<file path="src/rtl/pool_relu_stream.sv">
// pool_relu_stream
//   Streaming 2x2 / stride-2 pooling followed by ReLU, CH channels in lockstep.
//   Pixels arrive row-major, one per iValid cycle. Even rows build per-column-pair
//   horizontal partials in a line buffer; odd rows complete the window and emit a
//   registered result exactly one cycle after the completing pixel is accepted.
//
//   Build option: define POOL_RELU_AVG_EN to include the average-pooling datapath
//   (selected by iMode, latched at frame start). Without it, max pooling is always
//   used and iMode is ignored.
//
// Ports
//   iClk    in   clock, rising edge
//   iRsn    in   asynchronous active-low reset
//   iValid  in   pixel present this cycle
//   iSof    in   start of frame (qualified by iValid)
//   iMode   in   0 = max, 1 = average (only with POOL_RELU_AVG_EN)
//   iData   in   CH packed signed samples, channel c at [c*DW +: DW]
//   oValid  out  pooled pixel present this cycle
//   oData   out  CH packed pooled/ReLU'd samples, held when oValid=0
//   oEof    out  last pooled pixel of the frame
//   oErr    out  one-cycle pulse on iSof arriving mid-frame
module pool_relu_stream #(
  parameter int CH = 4,
  parameter int DW = 32,
  parameter int W  = 26,
  parameter int H  = 6
) (
  input  logic             iClk,
  input  logic             iRsn,
  input  logic             iValid,
  input  logic             iSof,
  input  logic             iMode,
  input  logic [CH*DW-1:0] iData,
  output logic             oValid,
  output logic [CH*DW-1:0] oData,
  output logic             oEof,
  output logic             oErr
);

  localparam int NPW = W / 2;
  localparam int NPH = H / 2;
  localparam int CW  = $clog2(W);
  localparam int RW  = $clog2(H);
  localparam int LIW = (NPW > 1) ? $clog2(NPW) : 1;
`ifdef POOL_RELU_AVG_EN
  localparam int PW  = DW + 1;  // horizontal sum needs one extra bit
`else
  localparam int PW  = DW;
`endif

  localparam logic [CW-1:0] COL_LAST     = CW'(W - 1);
  localparam logic [RW-1:0] ROW_LAST     = RW'(H - 1);
  localparam logic [CW-1:0] COL_OUT_LAST = CW'(2 * NPW - 1);
  localparam logic [RW-1:0] ROW_OUT_LAST = RW'(2 * NPH - 1);

  logic [CW-1:0]    col_q, col_d, pos_col;
  logic [RW-1:0]    row_q, row_d, pos_row;
  logic [CH*DW-1:0] hold_q, hold_d;
  logic [CH*PW-1:0] lb_q [NPW];
  logic [CH*PW-1:0] lb_rd;
  logic [CH*PW-1:0] hpart_all;
  logic [CH*DW-1:0] res_all;
  logic [LIW-1:0]   lb_idx;
  logic             is_sof, mid_sof, fire, out_fire, lb_we, last_out;
  logic             oValid_q, oEof_q, oErr_q;
  logic [CH*DW-1:0] oData_q;

  // A start-of-frame pixel is always handled as (0,0), wherever the counters were.
  assign is_sof  = iValid & iSof;
  assign mid_sof = is_sof & ((col_q != '0) | (row_q != '0));
  assign pos_col = is_sof ? '0 : col_q;
  assign pos_row = is_sof ? '0 : row_q;

  // Odd columns complete a horizontal pair; odd rows complete the window.
  // With odd W/H the trailing column/row is even, so it never fires.
  assign fire     = iValid & pos_col[0];
  assign out_fire = fire & pos_row[0];
  assign lb_we    = fire & ~pos_row[0];
  assign last_out = (pos_col == COL_OUT_LAST) & (pos_row == ROW_OUT_LAST);
  assign lb_idx   = LIW'(pos_col >> 1);
  assign lb_rd    = lb_q[lb_idx];

  always_comb begin
    col_d  = col_q;
    row_d  = row_q;
    hold_d = hold_q;
    if (iValid) begin
      if (pos_col == COL_LAST) begin
        col_d = '0;
        row_d = (pos_row == ROW_LAST) ? '0 : pos_row + 1'b1;
      end else begin
        col_d = pos_col + 1'b1;
        row_d = pos_row;
      end
      if (!pos_col[0]) hold_d = iData;
    end
  end

`ifdef POOL_RELU_AVG_EN
  logic mode_q, mode_d;

  always_comb begin
    mode_d = mode_q;
    if (iValid && pos_col == '0 && pos_row == '0) mode_d = iMode;
  end

  always_ff @(posedge iClk or negedge iRsn) begin
    if (!iRsn) mode_q <= 1'b0;
    else       mode_q <= mode_d;
  end
`else
  logic unused_mode;
  assign unused_mode = iMode;
`endif

  for (genvar c = 0; c < CH; c++) begin : g_ch
    logic signed [DW-1:0] cur_s, hld_s, hmax_s, lbl_s, vmax_s, res_s;

    assign cur_s  = iData[c*DW +: DW];
    assign hld_s  = hold_q[c*DW +: DW];
    assign hmax_s = (cur_s > hld_s) ? cur_s : hld_s;

`ifdef POOL_RELU_AVG_EN
    logic signed [DW:0]   hsum_s, hpart_s, lbv_s;
    logic signed [DW-1:0] hlo_s;
    logic signed [DW+1:0] vsum_s;
    logic [1:0]           unused_lsb;

    assign hsum_s  = {cur_s[DW-1], cur_s} + {hld_s[DW-1], hld_s};
    // In max mode the partial is the sign-extended max, so its low DW bits are exact.
    assign hpart_s = mode_q ? hsum_s : {hmax_s[DW-1], hmax_s};
    assign lbv_s   = lb_rd[c*PW +: PW];
    assign hlo_s   = hpart_s[DW-1:0];
    assign lbl_s   = lbv_s[DW-1:0];
    assign vmax_s  = (hlo_s > lbl_s) ? hlo_s : lbl_s;
    assign vsum_s  = {hpart_s[DW], hpart_s} + {lbv_s[DW], lbv_s};
    // Dropping the two LSBs of the signed sum is a floor divide by 4, truncated to DW.
    assign res_s      = mode_q ? vsum_s[DW+1:2] : vmax_s;
    assign unused_lsb = vsum_s[1:0];
    assign hpart_all[c*PW +: PW] = hpart_s;
`else
    assign lbl_s  = lb_rd[c*PW +: PW];
    assign vmax_s = (hmax_s > lbl_s) ? hmax_s : lbl_s;
    assign res_s  = vmax_s;
    assign hpart_all[c*PW +: PW] = hmax_s;
`endif

    assign res_all[c*DW +: DW] = res_s[DW-1] ? '0 : res_s;
  end

  always_ff @(posedge iClk or negedge iRsn) begin
    if (!iRsn) begin
      col_q    <= '0;
      row_q    <= '0;
      hold_q   <= '0;
      oValid_q <= 1'b0;
      oEof_q   <= 1'b0;
      oErr_q   <= 1'b0;
      oData_q  <= '0;
    end else begin
      col_q    <= col_d;
      row_q    <= row_d;
      hold_q   <= hold_d;
      oValid_q <= out_fire;
      oEof_q   <= out_fire & last_out;
      oErr_q   <= mid_sof;
      if (out_fire) oData_q <= res_all;
    end
  end

  // Every entry is written on an even row before the odd row reads it, so no reset.
  always_ff @(posedge iClk) begin
    if (lb_we) lb_q[lb_idx] <= hpart_all;
  end

  assign oValid = oValid_q;
  assign oEof   = oEof_q;
  assign oErr   = oErr_q;
  assign oData  = oData_q;

endmodule
</file>
<file path="config.mk">
export PLATFORM = sky130hd
export DESIGN_NAME = pool_relu_stream
export DESIGN_NICKNAME = d
export VERILOG_FILES = /design/src/rtl/pool_relu_stream.sv
export SDC_FILE = /design/constraint.sdc
export NUM_CORES = 2
export LEC_CHECK = 0
export CAP_MARGIN = 25
export CORE_MARGIN = 2
export CORE_UTILIZATION = 40
export CTS_CLUSTER_SIZE = 30
export DETAILED_ROUTE_END_ITERATION = 12
export HOLD_SLACK_MARGIN = 0.02
export SYNTH_ARGS = -nofsm -noshare
export SYNTH_HDL_FRONTEND = slang
export SYNTH_SLANG_ARGS = --single-unit
</file>
<file path="constraint.sdc">
create_clock -name iClk -period 14 [get_ports iClk]
set_clock_uncertainty 0.15 [all_clocks]
set_input_delay 2.8 -clock iClk [delete_from_list [all_inputs] [get_ports iClk]]
set_output_delay 2.8 -clock iClk [all_outputs]
set_load 0.01 [all_outputs]
</file>
== After elaboration in Yosys (flattened, before gate mapping) ==
Memories as Yosys holds them, arrays and structs flattened.
Cells that the tools add are included.

* Bits in registers: 267
* RAM bits: 1664
* Input bits: 133
* Output and inout port bits: 131
* Word-level logic and storage cells: 52
* Memories: 1

* Add/sub/neg operators: 2
* Magnitude comparators: 8
* Equality and inequality tests: 2
* Mux-type cells: 19
* Bitwise gates (word level): 10
* Reductions and logical operators: 3

{| class="wikitable"
|+ Memories
! memory !! depth !! width !! rd ports !! clocked after Yosys merged registers in !! write ports !! line !! text
|-
| lb_q || 13 || 128 || 1 || 0 || 1 || 59 || <nowiki>logic [CH*PW-1:0] lb_q [NPW];</nowiki>
|}

{| class="wikitable"
|+ Operators with widths
! cell !! number
|-
| > comparator 32 bit || 8
|-
| two-way mux 32 bit || 8
|-
| two-way mux 31 bit || 4
|-
| two-way mux 5 bit || 2
|-
| two-way mux 3 bit || 3
|-
| bitwise AND 1 bit || 7
|-
| adder 5 x 1 -> 5 bit (second input constant) || 1
|-
| equality test 5 bit (second input constant) || 1
|-
| nonzero test 5 bit || 1
|-
| adder 3 x 1 -> 3 bit (second input constant) || 1
|-
| equality test 3 bit (second input constant) || 1
|-
| nonzero test 3 bit || 1
|-
| two-way mux 1 bit || 2
|-
| inverter 1 bit || 2
|-
| AND reduction 2 bit || 1
|-
| bitwise OR 1 bit || 1
|}

== Depth between registers and ports, before layout ==
* Depth after elaboration: 6
* Depth in mapped cells: 29
* Depth with buffers taken out: 23

== Least setup slack after synthesis ==
No wires, ideal clock.

* Kind: input-to-reg
* Start: input iValid
* End: memory lb_q[12][0] (netlist name) (enable)
* Library setup time: 0.929 ns
* Data arrival time: 15.826 ns
* Data required time: 12.921 ns
* Path slack: -2.904 ns
* Stages: 6
* Path buffers: 3
* Path through: buf_2 -> and2_1 -> clkbuf_1 -> nor2_1 -> clkbuf_1 -> nor4_1

* Cells in the longest elaborated chain, start to end: 6
* Elaborated cells on any way between the ends: 8

{| class="wikitable"
|+ RTL lines
! item !! line !! text
|-
| start: declaration || 30 || <nowiki>input logic iValid,</nowiki>
|-
| bitwise AND 1 bit || 69 || <nowiki>assign is_sof = iValid & iSof;</nowiki>
|-
| two-way mux 5 bit or two-way mux 3 bit (tied branches) || 71, 72 ||
|-
| bitwise AND 1 bit or inverter 1 bit (tied branches) || 76, 78 ||
|-
| bitwise AND 1 bit || 78 || <nowiki>assign lb_we = fire & ~pos_row[0];</nowiki>
|-
| two-way mux 1 bit || 173 || <nowiki>if (lb_we) lb_q[lb_idx] <= hpart_all;</nowiki>
|-
| two-way mux 1 bit (implied by the code) || 173 ||
|-
| end: declaration || 59 ||
|}

Several ways; a longest one is shown, not always the timed one.

== Worst setup path in the final report ==
* Start: input iData[31]
* End: register oData_q[1], in the netlist oData[1]

* Cells in the longest elaborated chain, start to end: 5

{| class="wikitable"
|+ RTL lines
! item !! line !! text
|-
| start: declaration || 33 || <nowiki>input logic [CH*DW-1:0] iData,</nowiki>
|-
| > comparator 32 bit || 121 || <nowiki>assign hmax_s = (cur_s > hld_s) ? cur_s : hld_s;</nowiki>
|-
| two-way mux 32 bit (*) || 121 ||
|-
| via g_ch[0].hmax_s[31] || 117 || <nowiki>logic signed [DW-1:0] cur_s, hld_s, hmax_s, lbl_s, vmax_s, res_s;</nowiki>
|-
| > comparator 32 bit || 143 || <nowiki>assign vmax_s = (hmax_s > lbl_s) ? hmax_s : lbl_s;</nowiki>
|-
| two-way mux 32 bit (*) || 143 ||
|-
| two-way mux 31 bit (*) || 148 || <nowiki>assign res_all[c*DW +: DW] = res_s[DW-1] ? '0 : res_s;</nowiki>
|-
| end signal: assignment || 167 || <nowiki>if (out_fire) oData_q <= res_all;</nowiki>
|-
| end: declaration || 66 || <nowiki>logic [CH*DW-1:0] oData_q;</nowiki>
|}

Mark *: on every way through the listed nets, which the timed path passes. The rest lies on a longest branch.
A chain may end at the register's enable or synchronous reset.

==> summary.txt <==
run status: finished, final reports clean
DP Area: 86000 µm²
Max Cap Violations: 0
Sequential Power Share: 0.390
cell with the most instances after synthesis: edfxtp_1
initial antenna violation count: 7
Die H: 449 µm
1st-iter DRT viols: 5047
CORE AREA: 197000 µm²
Rel. slew slack: 0.185
fin crit period: 10410 ps
Clock Sinks: 1927
area leader, netlist: edfxtp_1
Detail Route Antenna Nets: 0
wirelength, routed: 221000 µm
Comb pwr share: 0.311
Worst-Skew Late Latency: 860 ps
leak pwr: 32.0 nW
worst-case vdd ir drop: 153 µV
Sw Ratio: 0.339
sum of negative setup slack: 0 ps
final setup fails: 0
syn_area_per_cell: 14.8 µm²
Syn Std Cell Area: 79300 µm²
worst-margin pin slew: 1220 ps
worst-path fanout max: 39
PwrDens: 198 nW/µm²
Final Cell Area: 93000 µm²
crit path cell chain: clkdlybuf4s50_1, ha_1, nand4_1, or2_0, or3_1, or3b_1, o2111ai_1, and2_2, buf_4, o21ai_1, buf_4, ha_1, nand3_1, nor3_1, nand3_1, or3_1, o2111ai_1, nor3_1, a221o_1, a2111oi_0, and2_1, buf_4, a21oi_1, a221o_1
nets: 6114
max-slew violation count: 0
Tcrit/Tclk final: 0.743
GRT Residual Overflow: 0
largest net degree at the start of global routing: 120
count of hold buffers inserted by post-cts repair: 0
crit-path max cell delay: 770 ps
final setup margin: 3590 ps
Fin. Hold Viols: 0
Syn Inst Count: 5347
die width: 449 µm
top cells by count, synth: 1664 x edfxtp_1, 749 x a22oi_1, 485 x a21oi_1, 279 x nand2_1, 263 x dfrtp_1
total track usage: 0.214
TritonCTS clock tree: built
post-synth top area share: 0.630
drt pass-1 iters: 6
ys async rst share: 0.136
synth top area cells: edfxtp_1 63%, dfrtp_1 8.3%, a22oi_1 7.1%
Synth Register Bits: 1927
Worst setup SP type: primary input
sequential area share after synthesis: 0.713
Max Freq: 96.1 MHz
pre-CTS WS: 2880 ps
Clk network pwr share: 0.299
vias per cell: 5.85
Slowest-stage cell, CP: and2_1
Post-synth EDFFs: 1664
cell internal pwr: 12.2 mW
gpl congestion: 0.811
Synth Warn #: 0
RSZ-0062 raised after global routing: no
clk slew on worst S/H paths: 60 ps
top_reg_cell synth: edfxtp_1
IO buf count: 258
share of layout cells above drive strength 1: 0.130
Worst EP arrival: 10970 ps
number of H-tree levels: 4
Worst EP required: 14570 ps
CTS Buf Count: 199
WL per Instance: 25.9 µm
type of the worst setup path: in -> reg
Yosys cell types: 82
Ports: 264
first-pass GRT wire length: 326000 µm
post-CTS setup repair buffer count: 0
crit end category: flip-flop
die area: 202000 µm²
Initial Utilization: 0.402
most used cell, CP: buf_4
DRC Markers: 0
cells resized by post-CTS repair: 0
row count: 163
Root Buffer: clkbuf_16
post-DP HPWL: 120000 µm
area delta synth->final: 17.3%
routed vias: 50000
Worst Hold Class: reg -> reg
clk buf depth: 3
Sw Pwr: 6.24 mW
vias in the first global route: 50000
-- cells by family (layout without fill, tap and decap cells) --
| group | after synthesis | after routing | synth area share |
|---|---|---|---|
| flip-flops | 1927 | 1927 | 0.713 |
| adder cells (fa/ha/maj) | 254 | 254 | 0.0401 |
| buffers and inverters | 522 | 1074 | 0.0257 |
| other | 1 | 6 | 0.0000473 |
| AND/OR/NAND/NOR | 593 | 593 | 0.0345 |
| AO/OA/AOI/OAI | 1849 | 1849 | 0.159 |
| XOR/XNOR | 1 | 1 | 0.000110 |
| multiplexers | 200 | 200 | 0.0278 |
-- flip-flops by register name (all words and copies together), names as in the netlist --
register,count
oData,124
row_q,3
oErr,1
lb_q,1664
oEof,1
oValid,1
col_q,5
hold_q,128
-- metrics by stage --
step / power [mW] / hold slack, ps / util / instances
floorplan: 10.6 / 325 / - / 5350
global placement: 12.8 / 322 / 0.435 / 8130
detailed placement: 13.0 / 343 / 0.436 / 8154
CTS: 18.5 / 358 / 0.471 / 8530
global route: 19.2 / 369 / 0.472 / 8543
finish: 18.4 / 354 / 0.472 / 8544
-- final cells by class --
class                      count  area (µm²)
fill                       17000      104000
sequential                  1927       56500
multi-input combinational   2901       21000
clock buffer                 251        5290
timing repair buffer         509        4670
tap                         2640        3300
clock inverter               125        1510
inverter                     189         709
antenna                        2        5.00
-- critical path: cells and delay by family --
| family | cells | cell delay, ps |
|---|---|---|
| AOI/OAI and AO/OA | 7 | 1760 |
| adders and majority gates | 2 | 910 |
| buffers and inverters | 4 | 1620 |
| and+or+nand+nor | 11 | 3840 |
-- metal layers --
metal,vias to the layer above,global-route usage,wire length [µm],share of wire
met3,343,0.0298,14400,0.065
met5,-,0,0,0
met1,25600,0.289,93000,0.42
met2,1851,0.359,108000,0.49
met4,0,0.0643,5770,0.026
li1,22200,-,-,-
-- power by group through the flow --
stage / combinational (mW) / sequential (mW) / clock (mW)
floorplan: 3.29 / 7.31 / 0
global placement: 5.54 / 7.30 / 0
detailed placement: 5.66 / 7.30 / 0
CTS: 5.70 / 7.19 / 5.58
global route: 6.22 / 7.22 / 5.80
finish: 5.72 / 7.19 / 5.49
-- path summary, 6_finish.rpt --
kind | start | endpoint | slack [ps] | cells past startpoint
hold / removal | hold_q[17]$_DFFE_PN0P_ | hold_q[17]$_DFFE_PN0P_ | 350 | 1
min in group asynchronous | iRsn | oData[79]$_DFFE_PN0P_ | 1750 | 1
setup / recovery | iData[31] | oData[1]$_DFFE_PN0P_ | 3590 | 24
max in group asynchronous | iRsn | hold_q[54]$_DFFE_PN0P_ | 10070 | 3
setup reg to reg | hold_q[25]$_DFFE_PN0P_ | oData[1]$_DFFE_PN0P_ | 5750 | 25
hold reg to reg | hold_q[17]$_DFFE_PN0P_ | hold_q[17]$_DFFE_PN0P_ | 350 | 1
-- cell usage in the layout, fill, tap and decap left out, types with 17 or more instances in the layout --
master,count
o21ai_0,158
inv_1,188
nand2_1,278
nand4_1,47
o22ai_1,36
clkinv_2,35
edfxtp_1,1664
o21ai_1,41
buf_4,210
bufinv_16,30
mux2i_1,39
a21oi_1,485
nor2_1,48
dfrtp_1,263
nor3_1,24
nor2_4,19
a2111oi_0,107
clkbuf_1,42
nand3_1,90
a31oi_1,41
o221ai_2,30
a21o_1,51
clkbuf_16,200
clkdlybuf4s50_1,257
ha_1,254
nor2b_1,17
clkinv_1,36
mux2_2,160
a2111oi_1,19
a22oi_1,749
o211ai_1,43
(Power assumes the default switching activity.)
